[src/rtl/servant_uart_loader.sv]
// servant_uart_loader: receives a length-prefixed program image over 8N1 UART and writes it into servant RAM over Wishbone
module servant_uart_loader #(
    parameter int          CLKS_PER_BIT = 868,
    parameter logic [31:0] BASE_ADR     = 32'h0000_0000,
    parameter int          MEM_WORDS    = 10048
) (
    input  logic        i_clk,
    input  logic        i_rst_n,
    input  logic        i_rx,
    output logic        o_cpu_rst,
    output logic [31:0] o_wb_adr,
    output logic [31:0] o_wb_dat,
    output logic [3:0]  o_wb_sel,
    output logic        o_wb_we,
    output logic        o_wb_cyc,
    input  logic        i_wb_ack,
    output logic        o_done,
    output logic        o_err
);

    localparam int             CW        = $clog2(CLKS_PER_BIT + 1);
    localparam logic [CW-1:0]  HALF      = CW'(CLKS_PER_BIT / 2);
    localparam logic [CW-1:0]  FULL      = CW'(CLKS_PER_BIT - 1);
    localparam logic [31:0]    MAX_WORDS = 32'(MEM_WORDS);

    typedef enum logic [1:0] {RX_IDLE, RX_START, RX_DATA, RX_STOP} rx_state_t;
    typedef enum logic [2:0] {HDR0, HDR1, LOAD, WRITE, DONE, ERROR} ld_state_t;

    rx_state_t     rx_state;
    ld_state_t     ld_state;
    logic          rx_meta, rx_sync;
    logic [CW-1:0] cnt;
    logic [2:0]    bit_idx;
    logic [7:0]    shreg;
    logic          byte_valid, frame_err;
    logic [7:0]    n_lo;
    logic [15:0]   n_words, wcnt;
    logic [1:0]    bidx;
    logic [23:0]   word;
    logic [31:0]   hdr;

    assign o_wb_sel = 4'hF;
    assign hdr      = {16'd0, shreg, n_lo};

    // Two-flop synchroniser for the asynchronous RX line
    always_ff @(posedge i_clk) begin
        if (!i_rst_n) begin
            rx_meta <= 1'b1;
            rx_sync <= 1'b1;
        end else begin
            rx_meta <= i_rx;
            rx_sync <= rx_meta;
        end
    end

    // UART receiver: mid-bit sampling, one-cycle byte_valid / frame_err pulses
    always_ff @(posedge i_clk) begin
        if (!i_rst_n) begin
            rx_state   <= RX_IDLE;
            cnt        <= '0;
            bit_idx    <= '0;
            shreg      <= '0;
            byte_valid <= 1'b0;
            frame_err  <= 1'b0;
        end else begin
            byte_valid <= 1'b0;
            frame_err  <= 1'b0;
            case (rx_state)
                RX_IDLE: begin
                    if (!rx_sync) begin
                        rx_state <= RX_START;
                        cnt      <= HALF;
                    end
                end
                RX_START: begin
                    if (cnt != '0) begin
                        cnt <= cnt - CW'(1);
                    end else if (rx_sync) begin
                        rx_state <= RX_IDLE;
                    end else begin
                        rx_state <= RX_DATA;
                        cnt      <= FULL;
                        bit_idx  <= '0;
                    end
                end
                RX_DATA: begin
                    if (cnt != '0) begin
                        cnt <= cnt - CW'(1);
                    end else begin
                        shreg   <= {rx_sync, shreg[7:1]};
                        cnt     <= FULL;
                        bit_idx <= bit_idx + 3'd1;
                        if (bit_idx == 3'd7) rx_state <= RX_STOP;
                    end
                end
                default: begin
                    if (cnt != '0) begin
                        cnt <= cnt - CW'(1);
                    end else begin
                        byte_valid <= rx_sync;
                        frame_err  <= !rx_sync;
                        rx_state   <= RX_IDLE;
                    end
                end
            endcase
        end
    end

    // Image loader: header, word assembly, Wishbone writes, release or lock up in error
    always_ff @(posedge i_clk) begin
        if (!i_rst_n) begin
            ld_state  <= HDR0;
            n_lo      <= '0;
            n_words   <= '0;
            wcnt      <= '0;
            bidx      <= '0;
            word      <= '0;
            o_wb_adr  <= BASE_ADR;
            o_wb_dat  <= '0;
            o_wb_cyc  <= 1'b0;
            o_wb_we   <= 1'b0;
            o_cpu_rst <= 1'b1;
            o_done    <= 1'b0;
            o_err     <= 1'b0;
        end else if ((frame_err && ld_state != DONE && ld_state != ERROR) ||
                     (byte_valid && ld_state == WRITE)) begin
            ld_state <= ERROR;
            o_err    <= 1'b1;
            o_wb_cyc <= 1'b0;
            o_wb_we  <= 1'b0;
        end else begin
            case (ld_state)
                HDR0: begin
                    if (byte_valid) begin
                        n_lo     <= shreg;
                        ld_state <= HDR1;
                    end
                end
                HDR1: begin
                    if (byte_valid) begin
                        n_words <= hdr[15:0];
                        wcnt    <= '0;
                        bidx    <= '0;
                        if (hdr == 32'd0 || hdr > MAX_WORDS) begin
                            ld_state <= ERROR;
                            o_err    <= 1'b1;
                        end else begin
                            ld_state <= LOAD;
                        end
                    end
                end
                LOAD: begin
                    if (byte_valid) begin
                        bidx <= bidx + 2'd1;
                        if (bidx == 2'd3) begin
                            o_wb_dat <= {shreg, word};
                            o_wb_cyc <= 1'b1;
                            o_wb_we  <= 1'b1;
                            ld_state <= WRITE;
                        end else begin
                            word <= {shreg, word[23:8]};
                        end
                    end
                end
                WRITE: begin
                    if (i_wb_ack) begin
                        o_wb_cyc <= 1'b0;
                        o_wb_we  <= 1'b0;
                        o_wb_adr <= o_wb_adr + 32'd4;
                        wcnt     <= wcnt + 16'd1;
                        if (wcnt + 16'd1 == n_words) begin
                            ld_state  <= DONE;
                            o_done    <= 1'b1;
                            o_cpu_rst <= 1'b0;
                        end else begin
                            ld_state <= LOAD;
                        end
                    end
                end
                default: ;
            endcase
        end
    end

endmodule

[config.mk]
export PLATFORM = sky130hd
export DESIGN_NAME = servant_uart_loader
export DESIGN_NICKNAME = d
export VERILOG_FILES = /design/src/rtl/servant_uart_loader.sv
export SDC_FILE = /design/constraint.sdc
export NUM_CORES = 1
export LEC_CHECK = 0
export ABC_CLOCK_PERIOD_IN_PS = 2850
export BUFFER_PORTS_ARGS = -buffer_cell sky130_fd_sc_hd__clkbuf_2
export CORE_MARGIN = 4
export CORE_UTILIZATION = 40
export DETAILED_ROUTE_END_ITERATION = 10
export GPL_TIMING_DRIVEN = 1
export PLACE_DENSITY = 0.6
export SYNTH_ARGS = -nofsm -noshare
export SYNTH_HDL_FRONTEND = slang
export SYNTH_SLANG_ARGS = --single-unit
[constraint.sdc]
create_clock -name i_clk -period 2.85 [get_ports i_clk]
set_clock_uncertainty 0.2 [all_clocks]
set_input_delay 0.1425 -clock i_clk [delete_from_list [all_inputs] [get_ports i_clk]]
set_output_delay 0.1425 -clock i_clk [all_outputs]
set_load 0.005 [all_outputs]
==> results of run 1 <==
per-stage QoR:
step           cell area, µm²  hold WS, ns  util [%]  setup slack, ns  power [W]
5_1_grt                  8560        0.267      47.5           0.0389    0.00597
3_5_place_dp             7890        0.128      43.8            0.190    0.00336
6_report                 8560        0.209      47.5            0.213    0.00567
4_1_cts                  8550        0.209      47.5            0.164    0.00574
3_3_place_gp             7890        0.124      43.8            0.243    0.00336
2_1_floorplan            7380       0.0440         -            0.384    0.00318
per-layer routing:
metal / routed length [µm] / part of all wire, %
met5: 0 / 0
met4: 184 / 1.1
met3: 543 / 3.2
met2: 7650 / 45
met1: 8530 / 50
worst paths after layout:
check / cells after the start / endpoint / from
max: 7 / ld_state[1] / wcnt[1]
min: 1 / rx_sync / rx_meta
max reg2reg: 7 / ld_state[1] / wcnt[1]
min reg2reg: 1 / rx_sync / rx_meta
power groups by stage:
| stage | logic, W | clock network [W] | registers (W) |
|---|---|---|---|
| 3_3_place_gp | 0.000915 | 0 | 0.00244 |
| 2_1_floorplan | 0.000758 | 0 | 0.00242 |
| 3_5_place_dp | 0.000920 | 0 | 0.00244 |
| 6_report | 0.000923 | 0.00236 | 0.00239 |
| 4_1_cts | 0.000926 | 0.00242 | 0.00239 |
| 5_1_grt | 0.00104 | 0.00252 | 0.00240 |
critical path: cells and delay by family (launching register included):
kind	cells	cell delay (ns)
flops	1	0.43
fa+ha+maj	1	0.28
xor+xnor	1	0.18
compound gates	2	0.70
simple gates	3	0.72
synth_stat cells (all sizes together) (9+ instances only):
cell type and n:
a21oi 125, and2 10, buf 20, clkbuf 48, dfxtp 162, ha 10
inv 13, nand2 212, nand3 42, nand4 17, nor2 77, nor4 12
o21ai 30, or3 9, xnor2 26, xor2 19
area by class of cell:
| type | count | area, µm² | area share (%) |
|---|---|---|---|
| clock buffer | 18 | 429 | 5.01 |
| clock inverter | 14 | 193 | 2.25 |
| inverter | 13 | 51.3 | 0.599 |
| multi-input combinational | 694 | 3790 | 44.2 |
| sequential | 162 | 3240 | 37.9 |
| tap | 229 | 287 | 3.35 |
| timing repair buffer | 95 | 573 | 6.69 |
cell usage in the layout (no fill, tap or decap), drive strengths merged, types with 4 or more instances in the layout:
| cell type | netlist | layout |
|---|---|---|
| xor2 | 19 | 19 |
| and4 | 6 | 6 |
| a31oi | 7 | 7 |
| a22oi | 5 | 5 |
| o41ai | 4 | 4 |
| xnor2 | 26 | 26 |
| conb | 2 | 6 |
| o21ai | 30 | 30 |
| nand2 | 212 | 212 |
| or3 | 9 | 9 |
| nand3 | 42 | 42 |
| nor3 | 8 | 8 |
| clkinv | 0 | 6 |
| inv | 13 | 18 |
| dlygate4sd3 | 0 | 4 |
| nand2b | 8 | 8 |
| nor4 | 12 | 12 |
| clkbuf | 48 | 88 |
| buf | 20 | 21 |
| a21oi | 125 | 125 |
| dfxtp | 162 | 162 |
| or2 | 5 | 5 |
| nor2b | 5 | 5 |
| nand4 | 17 | 17 |
| nand3b | 5 | 5 |
| and2 | 10 | 10 |
| ha | 10 | 10 |
| o211ai | 7 | 7 |
| nor2 | 77 | 77 |
| and3 | 6 | 6 |
kinds of logic (layout without fill, tap and decap cells):
group                      count (synthesis)  count (layout)  synth area share (%)
and+or+nand+nor                          433             433                  28.2
DFF                                      162             162                  44.0
xor gates and xnor gates                  45              45                  5.35
buffers and inverters                     81             140                  4.91
other                                      2               6                 0.102
adders and majority gates                 10              10                  1.70
AOI/OAI and AO/OA                        198             198                  15.5
muxes                                      2               2                 0.272
sequential cells by signal, indices dropped and copies added, names as in the netlist:
register,count
n_words,16
cnt,10
o_wb_adr,30
o_cpu_rst,1
bit_idx,3
bidx,2
frame_err,1
o_wb_dat,32
shreg,8
byte_valid,1
rx_state,2
rx_meta,1
o_wb_cyc,1
rx_sync,1
wcnt,16
ld_state,3
n_lo,8
word,24
o_err,1
o_done,1
what timing repair did:
action / 4_1_cts / 5_1_grt
setup endpoints to repair: 0 / 6
endpoints found under the hold margin: 3 / 0
hold buffers: 4 / 0
resized for setup: 0 / 3
==> key figures, run 1 <==
Synthesis
  – Synthesized flop and latch total: 162
  – Post-synth EDFFs: 0
  – Distinct cell type count of the synthesized netlist: 68
  – Asr flop ratio synth: 0%
  – Post-synth top area cell: dfxtp_1
  – Dominant synthesized flop cell: dfxtp_1
  – Synth warn: 0
  – Syn Area/Cell: 7.90 µm²
  – Synthesized area: 7370 µm²
  – Post-synth top area share: 44.0%
  – Synth area leaders: dfxtp_1 44%, nand2_1 11%, a21oi_1 8.5%
  – Post-synthesis sequential area ratio: 44.0%
  – Post-Synthesis Cells: 933

Worst setup path
  – Path type of the worst setup path: flop to flop
  – WP data arrival: 2.74 ns
  – Critical Path Fanout Max: 7
  – Startpoint class of the critical path: flop
  – R2R Setup Slk: 0.21 ns
  – Max stage delay on crit path: 0.43 ns
  – Setup crit end kind: flop
  – Worst path slowest cell: dfxtp_1
  – CP cell instances: ha_2, nand3_1, nand2b_1, xnor2_1, a2111oi_0, nand4_1, o41a_1
  – Data required, critical path: 2.96 ns

Finish
  – FILL cells: 1834
  – Share of cells above drive strength 1: 14.7%
  – Post-Layout Cell Count: 1225
  – Layout area overhead: 16.2%
  – Number of diodes: 0
  – Layout net count: 997

Pwr
  – Gate power share: 16.3%
  – Sw Pwr: 0.00167 W
  – Leakage power: 3.10 nW
  – Sequential share of power: 42.1%
  – P per Cell Area: 663 nW/µm²
  – Int Power: 0.00401 W
  – Max VDD drop: 401 µV
  – Sw Share: 29.4%
  – Clock network power share: 41.6%

GRT
  – First-pass GRT wire length: 28500 µm
  – GRT Residual Overflow: 0
  – Largest net degree at the start of global routing: 55
  – Initial antenna violation count: 0
  – Global routing usage on met1: 23.4%
  – GR Layer Usage met3: 3.66%
  – GRT Resource Usage Total: 16.7%
  – Grt met2 use: 26.4%
  – Vias in the first global route: 5790
  – Most used routing layer: met2

Clocking
  – Total CTS buffers: 17
  – Root buf cell: clkbuf_16
  – CTS clk-pin slew, worst paths: 0.07 ns
  – Htree depth: 4
  – Setup Fix Bufs, Post-CTS: 0
  – Skew-Pair Late Insertion Delay: 0.43 ns
  – Clk sinks: 162
  – Clock Path Buffers: 2
  – CTS tree: done

Routing
  – Vias: 6284
  – 1st-iter DRT viols: 300
  – Routed Antenna Nets: 0
  – First-pass iteration count of the detailed router: 5
  – Avg Vias per Cell: 5.13
  – Wire length per cell: 13.8 µm
  – DRC viols: 0
  – Drt total wl: 16900 µm

STA
  – RSZ-0062 raised after global routing: false
  – Fin. max-slew vios: 0
  – Rel. slew slack: 57.7%
  – Pin slew with the least headroom to its limit: 0.635 ns
  – Final Hold Viols: 0
  – Setup violations, final: 0
  – Final Cycle Share: 92.5%
  – Setup TNS: 0 ns
  – Tmin final: 2.64 ns
  – F_max: 379 MHz

Status
  – Status: complete, no violations

Floorplan
  – Top Ports: 77
  – Rows: 49
  – Core area: 18000 µm²
  – Initial core utilization: 40.9%
  – Die Y: 144 µm
  – Die area: 20700 µm²
  – Chip width: 144 µm

Placed design
  – Buffers on Ports: 70
  – GPL Wtd Cong: 0.803
  – Detailed Place HPWL: 11400 µm
  – Dpl cells: 1189

Worst hold path
  – Worst min path class: flop to flop

Run
  – Maxcap violations: 0
(Power assumes the default switching activity.)
==> run 2, diff against run 1 <==
Settings changed: ABC_CLOCK_PERIOD_IN_PS 2850 to 3300, MAX_ROUTING_LAYER from default to met4.
Clock period 2.85 ns to 3.3 ns, I/O delays scaled along.
==> run 2 against run 1 <==
Sequential power is 13% lower. Count of clock-buffer cells in the layout up 2. Wire length increased by 0.39%. Cell count fell by 0.73%. Clock power decreased by 22%. Sequential share of layout area up 0.75 points. Flip-flop and latch count unchanged. Worst hold slack lost 0.19 ns. Critical path depth did not move. Die area unchanged.
==> key figures, run 2 (synthesized netlist as in run 1, its figures left out) <==
GRT
  – GRT Resource Usage Total: 17.0%
  – Vias in the first global route: 5717
  – First-pass GRT wire length: 28000 µm
  – Initial antenna violation count: 0
  – GRT Residual Overflow: 0
  – Largest net degree at the start of global routing: 60

Status
  – Status: complete, no violations

Floorplan
  – Initial core utilization: 40.9%
  – Rows: 49
  – Top Ports: 77
  – Die Y: 144 µm
  – Die area: 20700 µm²
  – Core area: 18000 µm²
  – Chip width: 144 µm

Clocking
  – Skew-Pair Late Insertion Delay: 0.42 ns
  – CTS clk-pin slew, worst paths: 0.06 ns
  – Clock Path Buffers: 2
  – Total CTS buffers: 17
  – Root buf cell: clkbuf_16
  – Htree depth: 4
  – Clk sinks: 162
  – CTS tree: done
  – Setup Fix Bufs, Post-CTS: 0

Finish
  – Layout area overhead: 13.9%
  – FILL cells: 1857
  – Reg with most FFs: o_wb_dat
  – Finished Cell Area: 8400 µm²
  – Max reg flops: 32
  – Commonest cells after routing, fill and taps aside: 211 x nand2_1, 162 x dfxtp_1, 125 x a21oi_1, 76 x nor2_1, 70 x clkbuf_2
  – Commonest non-fill, non-tap cell in the layout: nand2_1
  – Layout net count: 989
  – Share of cells above drive strength 1: 13.7%
  – Register cell area after layout: 3240 µm²
  – Number of diodes: 0
  – Biggest regs: o_wb_dat: 32 flops, o_wb_adr: 30 flops, word: 24 flops
  – Area of the multi-input gates: 3780 µm²

Pwr
  – Max VDD drop: 323 µV
  – Leakage power: 3.03 nW
  – P per Cell Area: 557 nW/µm²

Routing
  – DRC viols: 0
  – First-pass iteration count of the detailed router: 5
  – Met2 Routed Length: 7660 µm
  – M1 WL: 8540 µm
  – Wire length per cell: 14.0 µm
  – Drt total wl: 17000 µm
  – Met3 wire length: 556 µm
  – Avg Vias per Cell: 5.18
  – 1st-iter DRT viols: 365
  – Top Metal Used: met4
  – Routed Antenna Nets: 0
  – Vias: 6300

STA
  – Pin slew with the least headroom to its limit: 0.971 ns
  – Final Hold Viols: 0
  – Rel. slew slack: 35.2%
  – RSZ-0062 raised after global routing: false
  – Final Cycle Share: 86.3%
  – Tmin final: 2.85 ns
  – Fin. max-slew vios: 0
  – Setup TNS: 0 ns
  – Setup violations, final: 0
  – F_max: 351 MHz

Run
  – Maxcap violations: 0

Worst setup path
  – Setup crit end kind: flop
  – Data required, critical path: 3.40 ns
  – Path type of the worst setup path: flop to flop
  – Startpoint class of the critical path: flop
  – WP data arrival: 2.95 ns
  – Critical Path Fanout Max: 7

Placed design
  – Buffers on Ports: 70
  – Area post-placement: 7840 µm²
  – Detailed Place HPWL: 11300 µm
  – GPL Wtd Cong: 0.803

Worst hold path
  – Worst min path class: primary input to flop
run 2: stage by stage:
| stage | instances | worst slack, ns | util, % | hold slack (ns) | total power, W |
|---|---|---|---|---|---|
| after floorplan | 937 | 0.834 | - | 0.0665 | 0.00274 |
| after global placement | 1183 | 0.573 | 43.5 | 0.149 | 0.00287 |
| after detailed placement | 1183 | 0.461 | 43.5 | 0.148 | 0.00287 |
| after CTS | 1216 | 0.454 | 46.6 | 0.00448 | 0.00473 |
| after global routing | 1216 | 0.195 | 46.6 | 0.0205 | 0.00491 |
| final | 1216 | 0.453 | 46.6 | 0.0161 | 0.00468 |
run 2: power by group:
part	internal [W]	total, W	switching (W)
Sequential	0.00201	0.00207	0.0000593
Combinational	0.000275	0.000766	0.000491
Clock	0.00100	0.00184	0.000845
Total	0.00328	0.00468	0.00140
run 2: layout make-up:
cell class | instances | area share (%)
Clock inverter | 11 | 1.12
Timing Repair Buffer | 87 | 5.90
Inverter | 13 | 0.611
Clock buffer | 20 | 5.32
Tap cell | 229 | 3.41
Sequential cell | 162 | 38.6
Multi-Input combinational cell | 694 | 45.0
run 2: path summary, 6_finish.rpt:
check	startpoint	endpoint	slack [ns]	depth (start not counted)
worst max register to register	wcnt[0]	ld_state[1]	0.45	7
worst max-delay path	wcnt[0]	ld_state[1]	0.45	7
worst min register to register	rx_meta	rx_sync	0.21	1
worst min-delay path	i_rst_n	rx_meta	0.02	3
run 2: metal layers:
layer | vias to the layer above | GRT usage [%]
li1 | 3270 | -
met1 | 2914 | 22.8
met2 | 104 | 25.8
met3 | 12 | 3.33
met4 | 0 | 5.65
met5 | - | -
run 2: repair_timing:
item                      in CTS  in global routing
hold buffers                   2                  0
gates resized for setup        0                  0
hold endpoints to repair       2                  0
run 2: worst max-delay path, stage by stage, from the launching register on:
cell       delay, ns
dfxtp_1         0.48
ha_1            0.33
nand3_1         0.24
nand2b_1        0.33
xnor2_1         0.18
a2111oi_0       0.28
nand4_1         0.26
o41a_1          0.43
